`config.mk`:
```
export PLATFORM = sky130hd
export DESIGN_NAME = lcd_req_arbiter
export DESIGN_NICKNAME = d
export VERILOG_FILES = /design/src/rtl/lcd_pkg.sv /design/src/rtl/lcd_rr_pick.sv /design/src/rtl/lcd_req_arbiter.sv
export SDC_FILE = /design/constraint.sdc
export NUM_CORES = 1
export LEC_CHECK = 0
export ABC_AREA = 1
export BUFFER_PORTS_ARGS = -buffer_cell sky130_fd_sc_hd__buf_2
export CORE_ASPECT_RATIO = 1.5
export CORE_MARGIN = 4
export CORE_UTILIZATION = 60
export CTS_BUF_LIST = sky130_fd_sc_hd__clkbuf_2
export DETAILED_ROUTE_END_ITERATION = 7
export PLACE_DENSITY = 0.9
export SLEW_MARGIN = 20
export SYNTH_ARGS = -nofsm -noshare
export SYNTH_HDL_FRONTEND = slang
export SYNTH_SLANG_ARGS = --single-unit
```
`constraint.sdc`:
```
create_clock -name iCLK -period 5.7 [get_ports iCLK]
set_clock_uncertainty 0.15 [all_clocks]
set_input_delay 0.285 -clock iCLK [delete_from_list [all_inputs] [get_ports iCLK]]
set_output_delay 0.285 -clock iCLK [all_outputs]
set_load 0.01 [all_outputs]
```
`src/rtl/lcd_pkg.sv`:
```
// Shared types and constants for the LCD display-writer arbitration slice.
// State encoding, well-known message IDs and the default 50 MHz dwell time.
package lcd_pkg;

  typedef enum logic [2:0] {
    IDLE,
    GRANT,
    WAIT_BUSY,
    WAIT_DONE,
    DWELL
  } lcd_state_e;

  localparam int SRC_W = 3;

  localparam logic [7:0] MSG_ESTADO = 8'h01;
  localparam logic [7:0] MSG_OPCODE = 8'h02;
  localparam logic [7:0] MSG_HALT   = 8'h03;
  localparam logic [7:0] MSG_ERR    = 8'h04;

  // One second on screen at 50 MHz
  localparam int DEFAULT_DWELL_CYCLES = 50_000_000;

  function automatic logic [SRC_W-1:0] rr_next(input logic [SRC_W-1:0] idx,
                                               input int n_req);
    if (int'(idx) + 1 >= n_req) return '0;
    return idx + 1'b1;
  endfunction

endpackage

```
`src/rtl/lcd_rr_pick.sv`:
```
// Combinational round-robin picker: first set request at or after ptr, wrapping.
// Shared by the arbiters that multiplex a single resource between sources.
module lcd_rr_pick
  import lcd_pkg::*;
#(
  parameter int N_REQ = 4
) (
  input  logic [N_REQ-1:0] req,
  input  logic [SRC_W-1:0] ptr,
  output logic [SRC_W-1:0] winner,
  output logic             valid
);

  always_comb begin
    int idx;
    winner = '0;
    valid  = 1'b0;
    idx    = 0;
    for (int k = 0; k < N_REQ; k++) begin
      idx = int'(ptr) + k;
      if (idx >= N_REQ) idx = idx - N_REQ;
      if (!valid && req[idx]) begin
        valid  = 1'b1;
        winner = SRC_W'(idx);
      end
    end
  end

endmodule

```
`src/rtl/lcd_req_arbiter.sv`:
```
// Round-robin arbiter sharing the LCD display writer between message sources.
// Optional build macro LCD_PRIO0_PREEMPT_EN makes source 0 urgent (preempts dwell).
module lcd_req_arbiter
  import lcd_pkg::*;
#(
  parameter int N_REQ        = 4,
  parameter int MSG_W        = 8,
  parameter int DWELL_CYCLES = DEFAULT_DWELL_CYCLES,
  parameter int DWELL_W      = 26,
  parameter int BUSY_TO      = 255
) (
  input  logic                   iCLK,
  input  logic                   iRST_N,
  input  logic [N_REQ-1:0]       iREQ,
  input  logic [N_REQ*MSG_W-1:0] iMSG,
  output logic [N_REQ-1:0]       oACK,
  output logic                   oLCD_START,
  output logic [MSG_W-1:0]       oLCD_MSG,
  input  logic                   iLCD_BUSY,
  output logic [SRC_W-1:0]       oSRC,
  output logic                   oIDLE,
  output logic                   oERR
);

  localparam logic [7:0]         BUSY_LAST  = 8'(BUSY_TO - 1);
  localparam logic [DWELL_W-1:0] DWELL_LAST = DWELL_W'(DWELL_CYCLES - 1);
  localparam logic [N_REQ-1:0]   ONE_HOT0   = N_REQ'(1);

  lcd_state_e         state_q, state_d;
  logic [SRC_W-1:0]   rr_ptr_q, rr_ptr_d;
  logic [7:0]         busy_cnt_q;
  logic [DWELL_W-1:0] dwell_cnt_q;
  logic [N_REQ-1:0]   ack_q, ack_d;
  logic               start_q, start_d;
  logic               err_q, err_d;
  logic [MSG_W-1:0]   msg_q;
  logic [SRC_W-1:0]   src_q;
  logic               idle_q;
  logic               grant_en;
  logic [SRC_W-1:0]   grant_idx;
  logic [SRC_W-1:0]   pick_winner;
  logic               pick_valid;

  lcd_rr_pick #(
    .N_REQ (N_REQ)
  ) u_pick (
    .req    (iREQ),
    .ptr    (rr_ptr_q),
    .winner (pick_winner),
    .valid  (pick_valid)
  );

  always_comb begin
    state_d   = state_q;
    rr_ptr_d  = rr_ptr_q;
    ack_d     = '0;
    start_d   = 1'b0;
    err_d     = 1'b0;
    grant_en  = 1'b0;
    grant_idx = pick_winner;
    case (state_q)
      IDLE: begin
`ifdef LCD_PRIO0_PREEMPT_EN
        // Urgent source 0 jumps the queue without disturbing the rotation
        if (iREQ[0]) begin
          grant_en  = 1'b1;
          grant_idx = '0;
        end else if (pick_valid) begin
          grant_en = 1'b1;
          rr_ptr_d = rr_next(pick_winner, N_REQ);
        end
`else
        if (pick_valid) begin
          grant_en = 1'b1;
          rr_ptr_d = rr_next(pick_winner, N_REQ);
        end
`endif
        if (grant_en) begin
          state_d = GRANT;
          ack_d   = ONE_HOT0 << grant_idx;
          start_d = 1'b1;
        end
      end
      GRANT: state_d = WAIT_BUSY;
      WAIT_BUSY: begin
        if (iLCD_BUSY) begin
          state_d = WAIT_DONE;
        end else if (busy_cnt_q >= BUSY_LAST) begin
          err_d   = 1'b1;
          state_d = DWELL;
        end
      end
      WAIT_DONE: begin
        if (!iLCD_BUSY) state_d = DWELL;
      end
      DWELL: begin
        if (dwell_cnt_q >= DWELL_LAST) state_d = IDLE;
`ifdef LCD_PRIO0_PREEMPT_EN
        else if (iREQ[0]) state_d = IDLE;
`endif
      end
      default: state_d = IDLE;
    endcase
  end

  always_ff @(posedge iCLK or negedge iRST_N) begin
    if (!iRST_N) state_q <= IDLE;
    else         state_q <= state_d;
  end

  // Counters restart on every state change and saturate instead of wrapping
  always_ff @(posedge iCLK or negedge iRST_N) begin
    if (!iRST_N) begin
      busy_cnt_q  <= '0;
      dwell_cnt_q <= '0;
    end else if (state_d != state_q) begin
      busy_cnt_q  <= '0;
      dwell_cnt_q <= '0;
    end else begin
      if (state_q == WAIT_BUSY && busy_cnt_q != '1)
        busy_cnt_q <= busy_cnt_q + 8'd1;
      if (state_q == DWELL && dwell_cnt_q != '1)
        dwell_cnt_q <= dwell_cnt_q + 1'b1;
    end
  end

  always_ff @(posedge iCLK or negedge iRST_N) begin
    if (!iRST_N) begin
      rr_ptr_q <= '0;
      ack_q    <= '0;
      start_q  <= 1'b0;
      err_q    <= 1'b0;
      msg_q    <= '0;
      src_q    <= '0;
      idle_q   <= 1'b1;
    end else begin
      rr_ptr_q <= rr_ptr_d;
      ack_q    <= ack_d;
      start_q  <= start_d;
      err_q    <= err_d;
      idle_q   <= (state_d == IDLE);
      if (grant_en) begin
        msg_q <= iMSG[int'(grant_idx)*MSG_W +: MSG_W];
        src_q <= grant_idx;
      end
    end
  end

  assign oACK       = ack_q;
  assign oLCD_START = start_q;
  assign oLCD_MSG   = msg_q;
  assign oSRC       = src_q;
  assign oIDLE      = idle_q;
  assign oERR       = err_q;

endmodule
```
==> results.json, run 1 <==
{
  "dp_hpwl_um": 6471,
  "clk_latency_ps": 480,
  "multiInputGateArea_um2": 2079,
  "synth-seq-cells": 58,
  "whs_ps": 60.62,
  "grt_usage_pct": 24.18,
  "tns_ps": 0,
  "pin_count": 57,
  "syn_area_um2": 3806,
  "critPathArrivalTime_ps": 3710,
  "cts_resized": 0,
  "grt.overflow.total": 0,
  "cts_tree": "done",
  "netlist_instances": 504,
  "utilization_pct": 71.00,
  "ys_warn_count": 0,
  "dr.pass1.iters": 6,
  "synthesis.nets": 558,
  "slew_viol_final": 0,
  "gp_congestion": 0.9394,
  "timing.max_cap.violations": 0,
  "final_antenna_net_count": 0,
  "status": "complete, no violations",
  "worstSetupStartpointType": "flip-flop",
  "dr.first_iter.drc_count": 238,
  "yosysSeqAreaShare_pct": 38.17,
  "fin_nets": 635,
  "post_cts_buffers": 0,
  "post_drt_wl_per_cell_um": 13.39,
  "coreArea_um2": 6175,
  "design.die.area_um2": 7708,
  "fill_cells": 467,
  "clkSinkCount": 58,
  "antenna_found_initial": 0,
  "min_path_type": "input pin to flip-flop",
  "port_buffers": 56,
  "power_mw": 0.7396,
  "critPathKind": "flip-flop to flip-flop",
  "fin_crit_ps": 3431,
  "clock_path_buffers": 2,
  "drive_gt1_share_pct": 20.48,
  "cp-end-kind": "flip-flop",
  "drc_errors": 0,
  "syn_area_per_cell_um2": 7.552,
  "use_met2_pct": 41.87,
  "grt_pass1_vias": 3545,
  "fmax_ghz": 0.2915,
  "grt_max_degree": 59,
  "die_h_um": 105.5,
  "slew_headroom_pct": 52.47,
  "grt_setup_unrepaired": "false",
  "grt_busiest_layer": "met2",
  "cts-root-buf": "clkbuf_2",
  "die_x_um": 73.03,
  "min_period_over_period_pct": 60.19,
  "grt_first_pass_wirelength_um": 14810,
  "register_area_um2": 1453,
  "num_rows": 35,
  "cts_buffers": 9,
  "cp.required_ps": 5980,
  "synth_cell_type_count": 41,
  "hold_viol_final": 0,
  "diodes": 0,
  "stdcell_count": 660,
  "rr_startpoint": "rr_ptr_q[0]",
  "setup_violations": 0,
  "irDropWorstVdd_uv": 103.8,
  "routed_wirelength_um": 8835,
  "worstSetupStartpoint": "rr_ptr_q[0]",
  "power.density_nw_per_um2": 168.7,
  "worstPathMaxFanout": 20,
  "grtUsageMet1_pct": 25.77,
  "grtUsageMet3_pct": 6.489,
  "clk_pin_slew_ps": 170,
  "cts_max_level": 3,
  "placedCellCount": 627,
  "worstMarginPinSlew_ps": 713.0,
  "hold_path.startpoint": "iMSG[16]",
  "syn_to_final_growth_pct": 15.19,
  "total_leakage_power_nw": 2.219,
  "vias": 3586,
  "routed_via_density": 5.433,
  "start_util_pct": 61.64
}
-- cell type report --
class                           count  share of cell area, %
Multi-Input combinational cell    387                  47.43
Sequential cell                    58                  33.13
Tap cell                           74                  2.112
Clock buffer                       11                  1.256
Clock inverter                      5                  1.256
Inverter                           51                  4.366
Timing Repair Buffer               74                  10.45
-- per-layer routing --
metal,share of wire [%],vias to the layer above
met2,51,140
met1,38,1645
met5,0,-
li1,-,1766
met3,6.3,35
met4,3.9,0
-- kinds of logic after synthesis --
logic type | count (synthesis) | share of synthesized area, %
compound gates | 23 | 3.715
xor+xnor | 25 | 5.753
simple gates | 324 | 40.24
flops | 58 | 38.17
fa+ha+maj | 15 | 4.931
buf+inv | 59 | 7.199
-- report_power, final --
group	leakage (nW)	internal (mW)	switching [mW]
clock network	0.0679	0.103	0.155
registers	0.777	0.412	0
logic	1.37	0.0285	0.0412
total	2.22	0.544	0.196
-- synth_stat cells (all sizes together) --
| library cell | instances | area, um2 |
|---|---|---|
| inv | 51 | 191.4 |
| o211ai | 1 | 7.510 |
| nand3 | 73 | 392.9 |
| a21boi | 1 | 7.510 |
| or2 | 1 | 6.260 |
| a31o | 1 | 8.760 |
| xor2 | 16 | 140.1 |
| o21bai | 1 | 11.26 |
| a21oi | 5 | 28.78 |
| nand2 | 142 | 620.6 |
| nor2 | 83 | 339.1 |
| a21o | 1 | 7.510 |
| nor4 | 1 | 6.260 |
| nand4 | 8 | 65.06 |
| dfstp | 1 | 26.28 |
| o2111ai | 1 | 8.760 |
| nor3 | 8 | 40.04 |
| nand3b | 4 | 33.78 |
| and3 | 1 | 6.260 |
| and2 | 1 | 6.260 |
| nor3b | 2 | 15.01 |
| ha | 15 | 187.7 |
| o21ai | 11 | 55.05 |
| dfrtp | 57 | 1426 |
| o22ai | 1 | 6.260 |
| xnor2 | 9 | 78.83 |
| buf | 8 | 82.58 |
-- worst max-delay path: stages, from the launching register on --
cell           delay (ps)
dfrtp_1               650
inv_2                 180
ha_1                  440
inv_1                 100
nand3_2               110
nand2_4                80
a21oi_1               180
nand2_2               230
nand2_4               320
nand2_1               110
nand3_1                90
nand3_1                90
dlygate4sd3_1         590
nand2_1                50
-- state kept, by name (all words and copies together), names as in the netlist --
name	flops
oLCD_MSG	8
busy_cnt_q	8
rr_ptr_q	3
dwell_cnt_q	26
oSRC	3
oACK	4
oERR	1
state_q	3
oLCD_START	1
oIDLE	1
-- cell usage in the layout (no fill, tap or decap), types with 9 or more instances in the layout --
| cell type | netlist | routed |
|---|---|---|
| nand2_2 | 14 | 14 |
| inv_1 | 45 | 45 |
| dfrtp_1 | 57 | 57 |
| buf_2 | 2 | 56 |
| ha_1 | 15 | 15 |
| xnor2_1 | 9 | 9 |
| nand3_1 | 69 | 69 |
| clkbuf_2 | 0 | 11 |
| o21ai_0 | 9 | 9 |
| nand2_1 | 121 | 121 |
| dlygate4sd3_1 | 0 | 17 |
| nor2_1 | 74 | 74 |
| xor2_1 | 16 | 16 |
-- stage by stage --
stage	instance area [um2]	setup slack (ps)
3_5_place_dp	4104	2412
4_1_cts	4374	2367
3_3_place_gp	4104	2535
6_report	4384	2269
5_1_grt	4384	2018
2_1_floorplan	3806	3052
-- what timing repair did --
action | in CTS | in global routing
setup endpoints to repair | 0 | 0
hold endpoints to repair | 65 | 1
hold buffers | 16 | 1
-- final timing paths --
kind / cells past startpoint / slack [ps] / to
max reg2reg: 13 / 2270 / oLCD_MSG[1]
min in group asynchronous: 3 / 310 / dwell_cnt_q[10]
max: 13 / 2270 / oLCD_MSG[1]
min: 5 / 60 / oLCD_MSG[0]
min reg2reg: 2 / 350 / oLCD_MSG[5]
max in group asynchronous: 3 / 4610 / dwell_cnt_q[24]
Power figures use the tool's default switching activity.
==> run 2, diff against run 1 <==
--- a/config.mk
+++ b/config.mk
@@ -9,10 +9,10 @@
 export BUFFER_PORTS_ARGS = -buffer_cell sky130_fd_sc_hd__buf_2
 export CORE_ASPECT_RATIO = 1.5
 export CORE_MARGIN = 4
-export CORE_UTILIZATION = 60
+export CORE_UTILIZATION = 59
 export CTS_BUF_LIST = sky130_fd_sc_hd__clkbuf_2
 export DETAILED_ROUTE_END_ITERATION = 7
-export PLACE_DENSITY = 0.9
+export PLACE_DENSITY = 0.89
 export SLEW_MARGIN = 20
 export SYNTH_ARGS = -nofsm -noshare
 export SYNTH_HDL_FRONTEND = slang
==> constraint.sdc (replaced) <==
create_clock -name iCLK -period 3.2 [get_ports iCLK]
set_clock_uncertainty 0.15 [all_clocks]
set_input_delay 0.16 -clock iCLK [delete_from_list [all_inputs] [get_ports iCLK]]
set_output_delay 0.16 -clock iCLK [all_outputs]
set_load 0.01 [all_outputs]
==> run 2 against run 1 <==
Combinational power is 140% higher; die area is 1.5% higher; routed wire length is 25% higher; critical path type unchanged.
==> results.json, run 2 (synthesis results as in run 1) <==
{
  "grt_max_degree": 48,
  "path_depth": 14,
  "start_util_pct": 61.21,
  "setup_ws_ps": 144.3,
  "worstSetupStartpointType": "flip-flop",
  "crit_path_max_incr_delay_ps": 580,
  "cp_slowest_cell": "dlygate4sd3_1",
  "whs_ps": 23.53,
  "setup_violations": 0,
  "design.die.area_um2": 7827,
  "timing.max_cap.violations": 0,
  "worstPathMaxFanout": 17,
  "die_h_um": 106.4,
  "rr_endpoint": "oLCD_MSG[3]",
  "clkSinkCount": 58,
  "clock_path_buffers": 2,
  "post_drt_wl_per_cell_um": 16.11,
  "cp.required_ps": 3460,
  "status": "complete, no violations",
  "die_x_um": 73.58,
  "power.density_nw_per_um2": 299.1,
  "port_buffers": 56,
  "fmax_ghz": 0.3273,
  "hold_viol_final": 0,
  "total_leakage_power_nw": 2.334,
  "dr.first_iter.drc_count": 341,
  "pin_count": 57,
  "switchingPower_mw": 0.3947,
  "min_path_type": "input pin to async pin",
  "cts_tree": "done",
  "diodes": 0,
  "grt_pass1_vias": 4022,
  "cts-root-buf": "clkbuf_2",
  "crit_chain": "clkinvlp_4 > ha_4 > inv_1 > nand3_2 > nand2_4 > nor2_1 > nor2_2 > nand2_4 > nand2_4 > nand2_1 > nand3_1 > dlygate4sd3_1 > nand3_1 > nand2_1",
  "cp_common_cell": "nand2_4",
  "largest_register_ffs": 26,
  "routed_via_density": 5.780,
  "slew_viol_final": 0,
  "clkPwrFrac_pct": 35.1,
  "fin_crit_ps": 3056,
  "routed_wirelength_um": 11010,
  "clk_latency_ps": 500,
  "mostFrequentLayoutCell": "nand2_1",
  "tns_ps": 0,
  "dr.pass1.iters": 8,
  "gp_congestion": 0.8606,
  "critPathArrivalTime_ps": 3310,
  "p_sw_share_pct": 28.46,
  "fin_area_um2": 4636,
  "drc_errors": 0,
  "cp-end-kind": "flip-flop",
  "slew_headroom_pct": 60.12,
  "fill_cells": 410,
  "power_mw": 1.387,
  "min_period_over_period_pct": 95.49,
  "syn_to_final_growth_pct": 21.79,
  "dp_slack_ps": 221.3,
  "endpoint": "oLCD_MSG[3]",
  "vias": 3948,
  "drive_gt1_share_pct": 21.18,
  "grt_setup_unrepaired": "false",
  "worstMarginPinSlew_ps": 598.3,
  "final_antenna_net_count": 0,
  "rr_worst_depth": 14,
  "worstSetupStartpoint": "rr_ptr_q[1]",
  "fin_nets": 658,
  "clk_pin_slew_ps": 200,
  "dp_hpwl_um": 6560,
  "top_register": "dwell_cnt_q",
  "cts_max_level": 3,
  "grt.overflow.total": 0,
  "antenna_found_initial": 0,
  "seqPwrFrac_pct": 52.9,
  "num_rows": 35,
  "placed_cell_area_um2": 4126,
  "internal-power_mw": 0.9920,
  "final_cell_mix": "121 x nand2_1, 74 x nor2_1, 69 x nand3_1",
  "power_frac_comb_pct": 12.0,
  "path_delay_family": "simple AND/OR/NAND/NOR gates",
  "crit_buf_inv": 3,
  "cts_buffers": 9,
  "irDropWorstVdd_uv": 191.7,
  "rr_startpoint": "rr_ptr_q[1]",
  "coreArea_um2": 6218,
  "grt_usage_pct": 30.50,
  "critPathKind": "flip-flop to flip-flop",
  "grt_first_pass_wirelength_um": 18670,
  "reg2reg_slack_ps": 140
}
==> run 2: worst register-to-register path: stages (launching register included) <==
cell and delay [ps]:
dfrtp_2 500, clkinvlp_4 180, ha_4 340, inv_1 70, nand3_2 90, nand2_4 80
nor2_1 230, nor2_2 90, nand2_4 200, nand2_4 110, nand2_1 110, nand3_1 90
dlygate4sd3_1 580, nand3_1 90, nand2_1 60
==> run 2: layer usage <==
metal  wire (um)  up-vias  GRT usage, %
li1            -     1810             -
met1        3922     1825         34.67
met2        5664      264         51.90
met3         963       49         7.758
met4         454        0         14.38
met5           0        -             0
==> run 2: worst min path at each step <==
stage,start,endpoint,slack [ps]
2_1_floorplan,iRST_N,busy_cnt_q[0],-290
3_3_place_gp,iRST_N,dwell_cnt_q[2],240
3_5_place_dp,iRST_N,dwell_cnt_q[6],250
4_1_cts,iRST_N,dwell_cnt_q[1],230
5_1_grt,iRST_N,oSRC[2],50
6_report,iRST_N,rr_ptr_q[1],20
==> run 2: per-stage QoR <==
step / util [%] / cells
floorplan: - / 504
global placement: 66.36 / 630
detailed placement: 66.36 / 630
CTS: 73.70 / 680
global route: 74.55 / 683
finish: 74.55 / 683
==> run 2: final cells by class <==
type | instances | area [um2] | area share (%)
sequential | 58 | 1454 | 31.36
tap | 74 | 92.59 | 1.997
inverter | 51 | 195.2 | 4.211
clock buffer | 10 | 50.05 | 1.080
timing repair buffer | 97 | 675.6 | 14.57
clock inverter | 6 | 66.31 | 1.430
multi-input combinational | 387 | 2102 | 45.34
==> run 2: power groups by stage <==
| stage | sequential (mW) | combinational, mW | clock (mW) |
|---|---|---|---|
| global route | 0.734 | 0.178 | 0.525 |
| floorplan | 0.747 | 0.0635 | 0 |
| CTS | 0.734 | 0.148 | 0.489 |
| detailed placement | 0.747 | 0.115 | 0 |
| global placement | 0.747 | 0.112 | 0 |
| finish | 0.734 | 0.166 | 0.487 |
==> run 2: timing repair <==
| action | 4_1_cts | 5_1_grt |
|---|---|---|
| hold buffers | 34 | 0 |
| gates resized for setup | 0 | 6 |
| endpoints found under the setup margin | 0 | 2 |
| hold endpoints to repair | 60 | 0 |
| buffers inserted | 0 | 3 |
